<file path="src/rtl/prl_tx_arbiter.sv">
// prl_tx_arbiter: USB-PD protocol-layer transmit arbiter/sequencer.
// Hard Reset, Cable Reset and SOP message requesters share one PHY transmit path.
// Grants by priority (hr > cr > msg), drives phy_req/phy_type, waits for
// ack/nack/timeout, and reports through sticky alert bits and done pulses.
// Build option: define PRL_TX_RETRY_EN to build the message retry path
// (RETRY state, retry_cnt). Without it the first message failure is final.
module prl_tx_arbiter #(
    parameter int TIMEOUT_CYC = 1000,
    parameter int RETRY_MAX   = 3
) (
    input  logic        CLK,
    input  logic        reset,
    input  logic        hr_req,
    input  logic        cr_req,
    input  logic        msg_req,
    input  logic        phy_ack,
    input  logic        phy_nack,
    input  logic [15:0] alert_clr,
    output logic        phy_req,
    output logic [2:0]  phy_type,
    output logic [15:0] alert,
    output logic        done_hr,
    output logic        done_cr,
    output logic        done_msg,
    output logic        busy,
    output logic [1:0]  retry_cnt
);

    localparam logic [15:0] TO_LAST    = 16'(TIMEOUT_CYC - 1);
    localparam logic [1:0]  RETRY_LIM  = 2'(RETRY_MAX);
    localparam logic [15:0] ALERT_USED = 16'h0070;
    localparam logic [15:0] AL_SUCCESS = 16'h0040;
    localparam logic [15:0] AL_DISCARD = 16'h0020;
    localparam logic [15:0] AL_FAILED  = 16'h0010;
    localparam logic [2:0]  TYPE_MSG   = 3'b000;
    localparam logic [2:0]  TYPE_HR    = 3'b101;
    localparam logic [2:0]  TYPE_CR    = 3'b110;

`ifdef PRL_TX_RETRY_EN
    localparam bit RETRY_BUILD = 1'b1;
    typedef enum logic [2:0] {S_IDLE, S_REQ, S_WAIT, S_RETRY, S_REPORT} state_t;
`else
    localparam bit RETRY_BUILD = 1'b0;
    typedef enum logic [2:0] {S_IDLE, S_REQ, S_WAIT, S_REPORT} state_t;
`endif

    typedef enum logic [1:0] {G_HR, G_CR, G_MSG} grant_t;

    state_t      state_q, state_d;
    grant_t      grant_q, grant_d;
    logic [15:0] tmr_q, tmr_d;
    logic        phy_req_d;
    logic [2:0]  phy_type_d;
    logic [15:0] set_mask;
    logic [15:0] alert_d;
    logic        fin_d;
    logic        msg_active;
    logic        preempt;
    logic        attempt_fail;
    logic        retry_ok;
`ifdef PRL_TX_RETRY_EN
    logic [1:0]  retry_d;
`endif

    // A message transfer is preemptible while it is in REQ, WAIT or RETRY
    always_comb begin
        msg_active = 1'b0;
        if (grant_q == G_MSG) begin
            case (state_q)
                S_REQ, S_WAIT: msg_active = 1'b1;
`ifdef PRL_TX_RETRY_EN
                S_RETRY:       msg_active = 1'b1;
`endif
                default:       msg_active = 1'b0;
            endcase
        end
    end

    assign preempt      = msg_active && hr_req;
    assign attempt_fail = phy_nack || (tmr_q == TO_LAST);
    assign retry_ok     = RETRY_BUILD && (grant_q == G_MSG) && (retry_cnt < RETRY_LIM);

    // Next-state, next-output and alert update logic
    always_comb begin
        state_d    = state_q;
        grant_d    = grant_q;
        tmr_d      = tmr_q;
        phy_req_d  = 1'b0;
        phy_type_d = phy_type;
        set_mask   = '0;
        fin_d      = 1'b0;
`ifdef PRL_TX_RETRY_EN
        retry_d    = retry_cnt;
`endif
        case (state_q)
            S_IDLE: begin
                if (hr_req || cr_req || msg_req) begin
                    state_d = S_REQ;
`ifdef PRL_TX_RETRY_EN
                    retry_d = '0;
`endif
                    if (hr_req) begin
                        grant_d    = G_HR;
                        phy_type_d = TYPE_HR;
                    end else if (cr_req) begin
                        grant_d    = G_CR;
                        phy_type_d = TYPE_CR;
                    end else begin
                        grant_d    = G_MSG;
                        phy_type_d = TYPE_MSG;
                    end
                end
            end
            S_REQ: begin
                if (preempt) begin
                    state_d  = S_IDLE;
                    fin_d    = 1'b1;
                    set_mask = AL_DISCARD;
                end else begin
                    state_d   = S_WAIT;
                    phy_req_d = 1'b1;
                    tmr_d     = '0;
                end
            end
            S_WAIT: begin
                if (preempt) begin
                    state_d  = S_IDLE;
                    fin_d    = 1'b1;
                    set_mask = AL_DISCARD;
                end else if (phy_ack) begin
                    state_d  = S_REPORT;
                    fin_d    = 1'b1;
                    set_mask = AL_SUCCESS;
                end else if (attempt_fail) begin
                    if (retry_ok) begin
`ifdef PRL_TX_RETRY_EN
                        state_d = S_RETRY;
                        retry_d = retry_cnt + 2'd1;
`endif
                    end else begin
                        state_d  = S_REPORT;
                        fin_d    = 1'b1;
                        set_mask = AL_FAILED;
                    end
                end else begin
                    phy_req_d = 1'b1;
                    tmr_d     = tmr_q + 16'd1;
                end
            end
`ifdef PRL_TX_RETRY_EN
            S_RETRY: begin
                if (preempt) begin
                    state_d  = S_IDLE;
                    fin_d    = 1'b1;
                    set_mask = AL_DISCARD;
                end else begin
                    state_d = S_REQ;
                end
            end
`endif
            S_REPORT: state_d = S_IDLE;
            default:  state_d = S_IDLE;
        endcase
        // Set wins over write-1-to-clear on the same bit
        alert_d = ((alert & ~alert_clr) | set_mask) & ALERT_USED;
    end

    // State register and registered outputs
    always_ff @(posedge CLK) begin
        if (!reset) begin
            state_q  <= S_IDLE;
            grant_q  <= G_MSG;
            tmr_q    <= '0;
            phy_req  <= 1'b0;
            phy_type <= TYPE_MSG;
            alert    <= '0;
            done_hr  <= 1'b0;
            done_cr  <= 1'b0;
            done_msg <= 1'b0;
            busy     <= 1'b0;
        end else begin
            state_q  <= state_d;
            grant_q  <= grant_d;
            tmr_q    <= tmr_d;
            phy_req  <= phy_req_d;
            phy_type <= phy_type_d;
            alert    <= alert_d;
            done_hr  <= fin_d && (grant_q == G_HR);
            done_cr  <= fin_d && (grant_q == G_CR);
            done_msg <= fin_d && (grant_q == G_MSG);
            busy     <= (state_d != S_IDLE);
        end
    end

`ifdef PRL_TX_RETRY_EN
    // Retries consumed by the current message; cleared on every new grant
    always_ff @(posedge CLK) begin
        if (!reset) begin
            retry_cnt <= '0;
        end else begin
            retry_cnt <= retry_d;
        end
    end
`else
    assign retry_cnt = 2'b00;
`endif

endmodule

</file>
<file path="config.mk">
export PLATFORM = sky130hd
export DESIGN_NAME = prl_tx_arbiter
export DESIGN_NICKNAME = d
export VERILOG_FILES = /design/src/rtl/prl_tx_arbiter.sv
export SDC_FILE = /design/constraint.sdc
export NUM_CORES = 1
export LEC_CHECK = 0
export ABC_AREA = 0
export CELL_PAD_IN_SITES_DETAIL_PLACEMENT = 0
export CELL_PAD_IN_SITES_GLOBAL_PLACEMENT = 1
export CORE_ASPECT_RATIO = 0.7
export CORE_UTILIZATION = 30
export CTS_CLUSTER_DIAMETER = 40
export DETAILED_ROUTE_END_ITERATION = 10
export GPL_ROUTABILITY_DRIVEN = 0
export PLACE_DENSITY_LB_ADDON = 0.25
export SLEW_MARGIN = 25
export SYNTH_ARGS = -nofsm -noshare
export SYNTH_HDL_FRONTEND = slang
export SYNTH_SLANG_ARGS = --single-unit
</file>
<file path="constraint.sdc">
create_clock -name CLK -period 1.66 [get_ports CLK]
set_input_delay 0.166 -clock CLK [delete_from_list [all_inputs] [get_ports CLK]]
set_output_delay 0.166 -clock CLK [all_outputs]
set_load 0.1 [all_outputs]
</file>
==> impl_metrics.env <==
export IMPL_synth_avg_cell_area_um2=8.62
export IMPL_multi_input_area_um2=941
export IMPL_htreeDepth=2
export IMPL_grt_pass1_wl_um=6580
export IMPL_grt_usage_pct=16.8
export IMPL_vias=1524
export IMPL_seqCellArea_um2=641
export IMPL_io_buffers=20
export IMPL_vias_per_cell=4.85
export IMPL_clk_path_buf_depth=2
export IMPL_syn_area_um2=1510
export IMPL_crit_start="phy_ack"
export IMPL_crit_type="primary input to register"
export IMPL_ys_ff_latch=31
export IMPL_yosys_area_top_type="dfxtp_1"
export IMPL_dr_pass1_iters=4
export IMPL_drv_cap=0
export IMPL_area_growth_pct=59.1
export IMPL_antennaDiodeCount=0
export IMPL_r2r_start="state_q[0]$_SDFF_PN0_"
export IMPL_cts_buffers=5
export IMPL_ant_nets=0
export IMPL_yosys_warnings=0
export IMPL_skew_ns=0.00781
export IMPL_worstPathMaxFanout=6
export IMPL_synth_edf_count=0
export IMPL_rsz0062_at_grt="yes"
export IMPL_grt_max_degree=15
export IMPL_fin_crit_sh_pct=105
export IMPL_synth_cells=175
export IMPL_synth_simple_area_share_pct=27.7
export IMPL_io_pins=49
export IMPL_fin_ws_ns=-0.0764
export IMPL_ys_top_cells_by_count="dfxtp_1 (31), a21oi_1 (18), buf_4 (17)"
export IMPL_synth_xor_area_share_pct=1.08
export IMPL_p_leak_uw=0.000925
export IMPL_violations="negative setup slack"
export IMPL_dr_wl_met3_um=224
export IMPL_start_util_pct=31.4
export IMPL_top_layer="met4"
export IMPL_yosys_area_share_adder_pct=0.830
export IMPL_async_reset_ff_share_pct=0
export IMPL_p_per_area_nw_per_um2=790
export IMPL_hold_buffers=0
export IMPL_drive_above_1_share_pct=41.6
export IMPL_met1_length_um=2080
export IMPL_core_um2=4810
export IMPL_fillers=439
export IMPL_crit_required_ns=1.88
export IMPL_cts_sinks=31
export IMPL_antenna_found_initial=0
export IMPL_yosysSeqAreaShare_pct=41.2
export IMPL_startpoint_type="primary input"
export IMPL_fmax_mhz=576
export IMPL_crit_arrival_ns=1.95
export IMPL_synth_most_common_cell="dfxtp_1"
export IMPL_wl_um=4240
export IMPL_min_from="tmr_q[9]$_SDFFE_PN0P_"
export IMPL_synth_compound_area_share_pct=18.6
export IMPL_muxShareOfSynthArea_pct=0
export IMPL_slew_viol_final=0
export IMPL_synth_area_leaders="dfxtp_1 (41%), buf_4 (8.5%), or3_1 (6.2%)"
export IMPL_die_width_um=86.7
export IMPL_synthDistinctLibCells=41
export IMPL_synthFlopType="dfxtp_1"
export IMPL_wl_met2_um=1850
export IMPL_setup_violations=15
export IMPL_clk_latency_ns=0.29
export IMPL_grt_pass1_vias=1416
export IMPL_fin_crit_ns=1.74
export IMPL_grt_overflow_total=0
export IMPL_num_rows=21
export IMPL_cp_end_kind="register"
export IMPL_pre_cts_slack_ns=-0.274
export IMPL_die_area_um2=5320
export IMPL_die_h_um=61.3
export IMPL_path_clk_slew_ns=0.07
export IMPL_root_buffer="clkbuf_8"
export IMPL_wire_per_inst_um=13.5
export IMPL_synth_top_family_by_area="simple AND/OR/NAND/NOR gates"
export IMPL_final_util_pct=49.9
export IMPL_final_nets=268
export IMPL_outcome="finished with violations"
export IMPL_hp_class="register to register"
export IMPL_synth_top_area_share_pct=41.2
export IMPL_hold_violations=0
export IMPL_ir_drop_v=0.000333
export IMPL_dr_first_iter_drc_count=58
export IMPL_dp_hpwl_um=2880
export IMPL_cts_tree="yes"
export IMPL_post_route_drc_count=0
-- registers in the layout (all words and copies together) (netlist names) --
| name | cells |
|---|---|
| phy_type | 3 |
| grant_q | 1 |
| state_q | 3 |
| done_msg | 1 |
| alert | 3 |
| phy_req | 1 |
| busy | 1 |
| done_hr | 1 |
| tmr_q | 16 |
| done_cr | 1 |
-- layout by cell type (no fill, tap or decap), drive strengths merged, types with 2 or more instances in the layout --
master	Yosys	routed
nand2	10	10
and4	2	2
or3	15	15
o21ai	16	16
nor3b	3	3
nor4	2	2
nor2	9	9
nor3	3	3
and3	3	3
nand4	6	6
a21oi	18	18
nand3b	2	2
o211ai	2	2
clkinv	1	2
nand3	8	8
dfxtp	31	31
clkdlybuf4s50	0	9
buf	18	58
clkbuf	2	6
o31ai	2	2
inv	3	3
nand2b	3	3
conb	1	16
a32oi	2	2
-- final timing paths --
check | slack, ns | endpoint | depth (start not counted)
max reg2reg | -0.07 | tmr_q[0]$_SDFFE_PN0P_ | 6
max | -0.08 | tmr_q[0]$_SDFFE_PN0P_ | 7
min reg2reg | 0.49 | tmr_q[9]$_SDFFE_PN0P_ | 2
min | 0.49 | tmr_q[9]$_SDFFE_PN0P_ | 2
-- metrics by stage --
| stage | power [uW] | TNS (ns) | area (um^2) | hold slack [ns] | std cells |
|---|---|---|---|---|---|
| after floorplan | 1060 | -0.00217 | 1570 | 0.305 | 190 |
| after global placement | 1120 | -2.70 | 2030 | 0.454 | 298 |
| after detailed placement | 1120 | -3.44 | 2030 | 0.464 | 298 |
| after CTS | 1910 | -0.142 | 2310 | 0.483 | 312 |
| after global routing | 1970 | -1.67 | 2400 | 0.500 | 314 |
| final | 1890 | -0.479 | 2400 | 0.485 | 314 |
-- cell type report --
| type | instances | area share (%) |
|---|---|---|
| Inverter | 4 | 0.626 |
| Tap cell | 69 | 3.60 |
| Clock buffer | 6 | 3.44 |
| Sequential cell | 31 | 26.7 |
| Clock inverter | 2 | 1.46 |
| Multi-Input combinational cell | 135 | 39.2 |
| Timing Repair Buffer | 67 | 24.9 |
-- cells by family (layout without fill, tap and decap cells) --
group | count (synthesis) | count (layout)
buffers and inverters | 24 | 79
xor gates and xnor gates | 1 | 1
DFF | 31 | 31
and+or+nand+nor | 70 | 70
AOI/OAI and AO/OA | 47 | 47
other | 1 | 16
adders and majority gates | 1 | 1
-- report_power, final --
group / internal [uW] / leakage (uW) / total (uW) / switching [uW]
combinational: 87.2 / 0.000607 / 362 / 275
clock: 485 / 0.0000612 / 771 / 286
sequential: 752 / 0.000257 / 761 / 8.63
-- critical path, cell delays in order --
cell and delay, ns:
clkdlybuf4s50_1 0.44, nor2_1 0.27, o32a_4 0.29, o211ai_4 0.13, buf_4 0.17, or3_1 0.33
a21oi_2 0.14
-- repair_timing --
action                     CTS  global route
gates resized for setup     33            18
setup endpoints to repair   20            23
setup buffers                6             2
pin swaps                   23            20
-- routing by layer --
layer | global-route usage (%) | up-vias
met2 | 26.0 | 45
li1 | - | 753
met4 | 7.38 | 0
met5 | 0 | -
met1 | 22.3 | 717
met3 | 4.69 | 9
Note: power is estimated with default switching activity, not from simulation.
